$ cat config.mk
export PLATFORM = sky130hd
export DESIGN_NAME = freq_gate_ctrl
export DESIGN_NICKNAME = d
export VERILOG_FILES = /design/src/rtl/freq_gate_ctrl.sv
export SDC_FILE = /design/constraint.sdc
export NUM_CORES = 1
export LEC_CHECK = 0
export CAP_MARGIN = 25
export CELL_PAD_IN_SITES_DETAIL_PLACEMENT = 0
export CELL_PAD_IN_SITES_GLOBAL_PLACEMENT = 1
export CORE_MARGIN = 10
export CORE_UTILIZATION = 43
export DETAILED_ROUTE_END_ITERATION = 8
export HOLD_SLACK_MARGIN = 0.06
export PLACE_DENSITY_LB_ADDON = 0.1
export SYNTH_ARGS = -nofsm -noshare
export SYNTH_HDL_FRONTEND = slang
export SYNTH_SLANG_ARGS = --single-unit
$ cat constraint.sdc
create_clock -name clk -period 2.5 [get_ports clk]
set_input_delay 0.5 -clock clk [delete_from_list [all_inputs] [get_ports clk]]
set_output_delay 0.5 -clock clk [all_outputs]
set_load 0.02 [all_outputs]
$ cat src/rtl/freq_gate_ctrl.sv
// Gate-time sequencer for the frequency meter: arms the edge detector, counts edge pulses over a
// fixed gate and holds the saturated count under a valid/ack handshake.
module freq_gate_ctrl #(
   parameter int GATE_CYCLES = 1000000,
   parameter int COUNT_W     = 32
) (
   input  logic               clk,
   input  logic               rst,
   input  logic               start,
   input  logic               continuous,
   input  logic               abort,
   input  logic               edge_pulse,
   input  logic               result_ack,
   output logic               det_rst,
   output logic               gate_open,
   output logic               busy,
   output logic [COUNT_W-1:0] freq_count,
   output logic               overflow,
   output logic               result_valid
);

   localparam int TIMER_W = $clog2(GATE_CYCLES + 1);

   typedef enum logic [1:0] {
      S_IDLE,
      S_ARM,
      S_GATE,
      S_DONE
   } state_e;

   state_e             state_q, state_d;
   logic [TIMER_W-1:0] timer_q, timer_d;
   logic [COUNT_W-1:0] count_q, count_d;
   logic [COUNT_W-1:0] freq_q, freq_d;
   logic               sat_q, sat_d;
   logic               ovf_q, ovf_d;

   logic [COUNT_W-1:0] count_next;
   logic               sat_next;
   logic               last_gate;

   // NOTE: every signal assigned in this block gets a default first, so no path leaves it
   // unassigned and no latch is inferred.
   always_comb begin
      state_d    = state_q;
      timer_d    = timer_q;
      count_d    = count_q;
      sat_d      = sat_q;
      freq_d     = freq_q;
      ovf_d      = ovf_q;
      count_next = count_q;
      sat_next   = sat_q;
      last_gate  = (timer_q == TIMER_W'(GATE_CYCLES - 1));

      // The sat flag marks a pulse that arrived while the counter was already full (a lost edge).
      if (edge_pulse) begin
         if (count_q == {COUNT_W{1'b1}}) begin
            sat_next = 1'b1;
         end else begin
            count_next = count_q + COUNT_W'(1);
         end
      end

      unique case (state_q)
         S_IDLE: begin
            if (start) state_d = S_ARM;
         end
         S_ARM: begin
            timer_d = '0;
            count_d = '0;
            sat_d   = 1'b0;
            state_d = S_GATE;
         end
         S_GATE: begin
            count_d = count_next;
            sat_d   = sat_next;
            timer_d = timer_q + TIMER_W'(1);
            if (last_gate) begin
               state_d = S_DONE;
               // An abort on the final gate cycle leaves the previous result untouched.
               if (!abort) begin
                  freq_d = count_next;
                  ovf_d  = sat_next;
               end
            end
         end
         S_DONE: begin
            if (result_ack) state_d = continuous ? S_ARM : S_IDLE;
         end
         default: state_d = S_IDLE;
      endcase

      if (abort) state_d = S_IDLE;
   end

   // NOTE: state is updated with non-blocking assignments so every flop samples pre-edge values.
   always_ff @(posedge clk) begin
      if (rst) begin
         state_q <= S_IDLE;
         timer_q <= '0;
         count_q <= '0;
         sat_q   <= 1'b0;
         freq_q  <= '0;
         ovf_q   <= 1'b0;
      end else begin
         state_q <= state_d;
         timer_q <= timer_d;
         count_q <= count_d;
         sat_q   <= sat_d;
         freq_q  <= freq_d;
         ovf_q   <= ovf_d;
      end
   end

   assign det_rst      = (state_q == S_ARM);
   assign gate_open    = (state_q == S_GATE);
   assign busy         = (state_q != S_IDLE);
   assign result_valid = (state_q == S_DONE);
   assign freq_count   = freq_q;
   assign overflow     = ovf_q;

endmodule

=== After elaboration in Yosys (flattened, before gate mapping) ===
Cells that the tools add are included.

* Logic and storage cells: 35
* Register bits after elaboration: 88
* Input port bits: 7
* Output and inout bits: 37

* Reductions and logical operators: 6
* Equality and inequality tests: 8
* Bitwise gates (word level): 1
* Muxes and demuxes: 12
* $add $sub $neg: 2

{| class="wikitable"
|+ Operator list
! operator !! number
|-
| two-way mux 32 bit || 2
|-
| case mux 32 bit (2 select lines) || 1
|-
| case mux 20 bit (2 select lines) || 1
|-
| adder 32 x 1 -> 32 bit (second input constant) || 1
|-
| == test 32 bit (second input constant) || 1
|-
| adder 20 x 1 -> 20 bit (second input constant) || 1
|-
| == test 20 bit (second input constant) || 1
|-
| case mux 2 bit (4 select lines) || 1
|-
| two-way mux 2 bit || 3
|-
| AND reduction 3 bit || 2
|-
| == test 2 bit (second input constant) || 2
|-
| != test 2 bit (second input constant) || 2
|-
| nonzero test 2 bit || 2
|-
| two-way mux 1 bit || 3
|-
| == test 2 x 1 -> 1 bit (second input constant) || 1
|-
| logical NOT 2 bit || 1
|-
| != test 2 x 1 -> 1 bit (second input constant) || 1
|-
| case mux 1 bit (2 select lines) || 1
|-
| OR reduction 2 bit || 1
|-
| inverter 1 bit || 1
|}

=== Longest topological paths before layout ===
* Depth in word-level cells: 4
* Mapped depth: 10
* Gate-level depth less buffers: 8

=== Least setup slack after synthesis ===
No wires, ideal clock.

* Kind: register to register
* From: register timer_q[0]
* To: register freq_q[10], in the netlist freq_count[10]
* Stages on the path, launching flop included: 9
* Arrival time: 2.032 ns
* Required time: 2.362 ns
* Slack: 0.330 ns
* Path buffers: 2
* Period minus slack after synthesis: 2.170 ns
* Cells stage by stage: dfxtp_1 -> ha_1 -> nor4bb_1 -> nand3b_1 -> or3_1 -> nor3_1 -> buf_2 -> buf_1 -> a211oi_1

* Word-level cells in the longest chain between the ends: 2

{| class="wikitable"
|+ Ends and longest elaborated chain
! item !! line !! text
|-
| start, declared || 32 || <nowiki>logic [TIMER_W-1:0] timer_q, timer_d;</nowiki>
|-
| start signal, assigned || 107 || <nowiki>timer_q <= timer_d;</nowiki>
|-
| == test 20 bit || 53 || <nowiki>last_gate = (timer_q == TIMER_W'(GATE_CYCLES - 1));</nowiki>
|-
| AND reduction 3 bit (no source line) || n/a ||
|-
| end signal, assigned || 110 || <nowiki>freq_q <= freq_d;</nowiki>
|-
| end, declared || 34 || <nowiki>logic [COUNT_W-1:0] freq_q, freq_d;</nowiki>
|}

Every way passes these cells.
A chain may end at the register's enable or synchronous reset.

=== Final worst setup path ===
* From: register timer_q[0]
* To: register state_q[0]

* Word-level cells in the longest chain between the ends: 3

{| class="wikitable"
|+ Ends and longest elaborated chain
! item !! line !! text
|-
| == test 20 bit || 53 ||
|-
| != test 2 x 1 -> 1 bit (no source line) || n/a ||
|-
| AND reduction 3 bit (no source line) || n/a ||
|-
| end signal, assigned || 106 || <nowiki>state_q <= state_d;</nowiki>
|-
| end, declared || 31 || <nowiki>state_e state_q, state_d;</nowiki>
|}

Every way passes these cells.

==> flow_summary_export.csv <==
group,metric,value,unit
layout,fill_cells,957,
logic_synthesis,synthSimpleGateAreaFrac,0.2534,
logic_synthesis,synthMuxAreaShare,0.006795,
logic_synthesis,ys_ff_latch,88,
sta,fin_skew,11.88,ps
critical_path,crit_fanout,4,
sta,slew_viol_final,0,
clock_network,root_buffer,"clkbuf_8",
logic_synthesis,synth_edf_count,0,
logic_synthesis,synth_area,4419,um2
critical_path,r2r_end,"state_q[0]$_SDFFE_PP0P_",
logic_synthesis,synthFlopType,"dfxtp_1",
layout,area_growth,22.51,%
sta,finalSetupViolCount,0,
logic_synthesis,ys_types,52,
clock_network,cts.clk_slew.worst_paths,90,ps
logic_synthesis,synth.most_common_cell,"dfxtp_1",
job,drv_cap,0,
floorplanning,dieArea,14730,um2
floorplanning,placementRows,36,
sta,fmax,0.4233,GHz
logic_synthesis,synth_top_family_by_area,"simple AND/OR/NAND/NOR gates",
logic_synthesis,syn_inst,537,
logic_synthesis,synth_top_cell_by_area,"dfxtp_1",
logic_synthesis,yosysSeqAreaShare,0.3986,
route,avgViaCountPerCell,5.512,
logic_synthesis,synth-compound-area-share,0.1903,
worst_hold_path,worstHoldPathCells,2,
clock_network,cts_hold_buffers,0,
critical_path,crit_path_start,"timer_q[0]$_SDFFE_PP0P_",
clock_network,cts.sinks,88,
place,io_buffers,43,
global_route,grt-ovfl-total,0,
layout,n_antenna_cell,0,
pwr,switching_share,0.2361,
layout,drive_above_1_share,0.1192,
logic_synthesis,avgSynthCellArea,8.229,um2
sta,maxSlewHeadroom,0.6413,
critical_path,required,2750,ps
floorplanning,core_area,9910,um2
logic_synthesis,ys_top_cells_by_area,"dfxtp_1 40%, nor2_1 6.1%, xor2_1 5.7%",
sta,fin_crit_sh,0.9449,
route,vias,4062,
route,firstDrtPassIters,5,
pwr,seqPwrFrac,0.569,
global_route,grt_pass1_wl,18850,um
route,drt-total-wl,11500,um
pwr,combPwrFrac,0.049,
floorplanning,dieHeight,121.4,um
critical_path,start_kind,"flip-flop",
pwr,totalPowerFinal,2.468,mW
route,drcViolationCount,0,
critical_path,crit_path_end_kind,"flip-flop",
worst_hold_path,min_to,"timer_q[1]$_SDFFE_PP0P_",
sta,hold_viol,0,
logic_synthesis,synth_top_cell_area_share,0.3986,
logic_synthesis,synth-xor-area-share,0.08720,
pwr,peakVddDrop,0.2481,mV
critical_path,r2r-start,"timer_q[0]$_SDFFE_PP0P_",
global_route,grt_max_degree,67,
critical_path,reg2regPathDepth,7,
logic_synthesis,synth.net_count,551,
worst_hold_path,hp-start,"timer_q[1]$_SDFFE_PP0P_",
floorplanning,io_pins,44,
floorplanning,die_w,121.4,um
route,ant_nets,0,
layout,multi_input_area,2475,um2
logic_synthesis,synthArstFlopShare,0,
critical_path,worstPathArrival,2610,ps
clock_network,cts_max_level,3,
layout,finalNetCount,613,
logic_synthesis,synth_commonest_cells,"88 x dfxtp_1, 72 x nor2_1, 39 x nand2_1",
critical_path,rrSetupSlack,140,ps
clock_network,cts_buffers,9,
clock_network,cts_tree,"yes",
global_route,grt_usage,0.1552,
place,gp_congestion,0.8901,
pwr,power.leakage,1.753,nW
pwr,power_density,455.8,nW/um2
clock_network,postCtsSetupBuffers,0,
layout,fin_util,0.5463,
sta,fin_setup_tns,0,ps
logic_synthesis,synth_fa_ha_area_frac,0.01982,
floorplanning,initial_utilization,0.4460,
clock_network,clk_latency,370,ps
logic_synthesis,yosys_warnings,0,
pwr,p_switching,582.7,uW
sta,fin_hold_ws,498.3,ps
sta,finalCriticalPeriod,2362,ps
place,place_hpwl,8019,um
clock_network,max-clock-path-buffers,2,
layout,seq_area,1762,um2
sta,tightest_slew,538.1,ps
worst_hold_path,hp-class,"reg2reg",
global_route,grt_pass1_vias,3725,
global_route,grt_antenna_before_repair,0,
clock_network,cts_resized,0,
pwr,internal_power,1.885,mW
critical_path,crit_type,"reg2reg",
route,wl_per_cell,15.61,um
route,drtIter0Drc,214,
pwr,clockPowerShare,0.383,
status,run_status,"complete, no violations",
==> sequential cells by signal (all words and copies together) (netlist names) <==
name        flops
freq_count     32
sat_q           1
count_q        32
timer_q        20
state_q         2
overflow        1
==> cell type report <==
class | instances | area share
Multi-Input combinational cell | 399 | 0.4571
Timing Repair Buffer | 86 | 0.1421
Tap cell | 133 | 0.03074
Inverter | 15 | 0.01040
Clock inverter | 2 | 0.002311
Clock buffer | 14 | 0.03189
Sequential cell | 88 | 0.3254
==> placed cells by master (no fill, tap or decap), types with 17 or more instances in the layout <==
master	count
a211oi_1	33
a21oi_1	29
a31oi_1	18
buf_4	41
clkdlybuf4s50_1	42
dfxtp_1	88
nand2_1	39
nand3_1	25
nand4_1	19
nor2_1	72
o21ai_0	20
or3_1	17
xor2_1	29
==> metal layers <==
metal	vias to the layer above	global-route usage	routed length (um)
met5	-	0	0
met4	0	0.04993	155
met3	13	0.03862	571
met2	77	0.2297	5046
met1	1909	0.2150	5728
li1	2063	-	-
==> critical path, cell delays in order, from the launching register on <==
cell,delay (ps)
dfxtp_1,390
ha_1,200
nor4bb_1,280
nand3b_1,120
or3_1,460
a21o_1,250
o21bai_1,160
a2111oi_0,390
==> power groups by stage <==
stage / clock (mW) / sequential [mW] / combinational [mW]
2_1_floorplan: 0 / 1.44 / 0.0659
3_3_place_gp: 0 / 1.44 / 0.120
3_5_place_dp: 0 / 1.44 / 0.119
4_1_cts: 0.979 / 1.40 / 0.120
5_1_grt: 1.04 / 1.40 / 0.131
6_report: 0.944 / 1.40 / 0.120
==> how the worst max path moves through the flow <==
stage | endpoint | slack (ps) | cells after the start
finish | state_q[0]$_SDFFE_PP0P_ | 140 | 7
global placement | count_q[31]$_SDFFE_PP0P_ | 0.5 | 8
detailed placement | count_q[31]$_SDFFE_PP0P_ | -70 | 8
CTS | freq_count[15]$_SDFFE_PP0P_ | 130 | 8
floorplan | freq_count[10]$_SDFFE_PP0P_ | 330 | 8
global route | state_q[0]$_SDFFE_PP0P_ | -5 | 7
==> stage by stage <==
| step | cells | setup slack, ps | instance area, um2 |
|---|---|---|---|
| floorplan | 537 | 330.3 | 4419 |
| global placement | 720 | 0.5020 | 5206 |
| detailed placement | 720 | -67.39 | 5206 |
| CTS | 736 | 126.8 | 5391 |
| global route | 737 | -5.281 | 5414 |
| finish | 737 | 137.6 | 5414 |
==> kinds of logic (layout without fill, tap and decap cells) <==
group | count (synthesis) | in the layout
buf+inv | 50 | 117
mux | 3 | 3
fa+ha+maj | 7 | 7
flops | 88 | 88
simple gates | 217 | 217
xor+xnor | 44 | 44
compound gates | 128 | 128
Power figures use the tool's default switching activity.
==> patch (config.mk and constraints unchanged) <==
`COUNT_W`: 32 -> 48.
--- a/src/rtl/freq_gate_ctrl.sv
+++ b/src/rtl/freq_gate_ctrl.sv
@@ -2,7 +2,7 @@
 // fixed gate and holds the saturated count under a valid/ack handshake.
 module freq_gate_ctrl #(
    parameter int GATE_CYCLES = 1000000,
-   parameter int COUNT_W     = 32
+   parameter int COUNT_W     = 48
 ) (
    input  logic               clk,
    input  logic               rst,
Interface: changed (resized freq_count); port bits go from 44 to 60. The function was not compared with the original's and may differ.
==> patch against the unedited design <==
- clock skew decreased by 0.0041 ns
- sequential power is 37% higher
- hold slack got worse by 0.0091 ns
- sequential cell count is 32 higher
- final area increased by 52%
- routed wire length grew 62%
- power up 86%
- synthesized cell count increased by 48%
- die area rose by 37%
- area after synthesis is 45% higher
- setup slack worse by 0.024 ns
==> patch: results (changes against the unedited design) <==
Status -> finished, final reports clean
Inverters -> 11 (-4)
Vias per cell -> 5.73 (+3.9%)
Hold_ws -> 0.489 ns (-0.00914 ns)
Crit-path max cell delay -> 0.65 ns (+0.19 ns)
Total track usage -> 0.183 (+0.0275)
Setup Skew -> 0.00778 ns (-0.00410 ns)
Cell area after layout -> 8220 sq um (+52%)
Root cell of the clock tree -> clkbuf_16
Syn avg cell area -> 8.03 sq um (-2.5%)
Avg WL per Cell -> 17.1 microns (+9.9%)
#MultiIn Comb -> 600 (+50%)
Clk pwr share -> 0.550 (+0.167)
IO Port Bufs -> 59 (+37%)
Synth cell count leaders -> dfxtp_1 (120), nor2_1 (99), nand2_1 (70)
Clock latency on the worst-skew pair -> 0.42 ns (+0.05 ns)
Crit Reg-Reg Startpoint -> count_q[5]
Area contributors post-synth -> dfxtp_1 (38%), xor2_1 (6.4%), nor2_1 (5.8%)
Largest net degree at the start of global routing -> 51 (-24%)
Fraction of layout cells with a size suffix above 1 -> 0.148 (+0.0286)
1st-iter DRT viols -> 390 (+82%)
Clock buffers -> 23 (+9)
Post-synthesis sequential area ratio -> 0.376 (-0.0227)
Worst vdd ir -> 0.000404 V (+63%)
Mapped Nets -> 810 (+47%)
Gpl congestion -> 0.914 (+2.7%)
Post-DP Area -> 7570 sq um (+45%)
LEAKAGE -> 2.85 nW (+63%)
Clock Network Area Fraction -> 0.0728 (+0.0386)
Multi-input logic area -> 3720 sq um (+50%)
Relative slew slack -> 0.573 (-0.0686)
Vias in the first global route -> 5855 (+57%)
Critical-path cell with the highest stage delay -> or4_4
Non-clock buffering overhead -> 0.150 (+0.00740)
Sequential cell area share -> 0.292 (-0.0330)
Hold_sp -> timer_q[18]
Fillers -> 1318 (+38%)
Cell variety after synth -> 58 (+12%)
H-tree depth -> 4 (+1)
Flop and latch count out of synthesis -> 120 (+36%)
patch: cells by family (layout without fill, tap and decap cells):
logic type      count (synthesis)  count (layout)  share of synthesized area
simple gates                  380             380                      0.315
buf+inv                        76             180                     0.0476
xor+xnor                       63              63                     0.0864
mux                             8               8                     0.0125
flops                         120             120                      0.376
fa+ha+maj                       7               7                     0.0137
compound gates                142             142                      0.148
patch: worst max-delay path by stage:
stage	slack [ns]	end	cells after the start	start
5_1_grt	0.02	freq_count[45]	9	count_q[15]
6_report	0.11	count_q[43]	7	count_q[5]
4_1_cts	0.06	freq_count[45]	9	count_q[15]
3_3_place_gp	0.08	count_q[38]	6	edge_pulse
3_5_place_dp	0.04	freq_count[35]	6	edge_pulse
2_1_floorplan	0.06	freq_count[16]	8	state_q[0]
patch: routing by layer:
metal | global-route usage | wire, microns | vias up
met1 | 0.246 | 8840 | 2926
met2 | 0.278 | 8180 | 201
li1 | - | - | 3060
met3 | 0.0477 | 1350 | 22
met5 | 0 | 0 | -
met4 | 0.0602 | 221 | 0
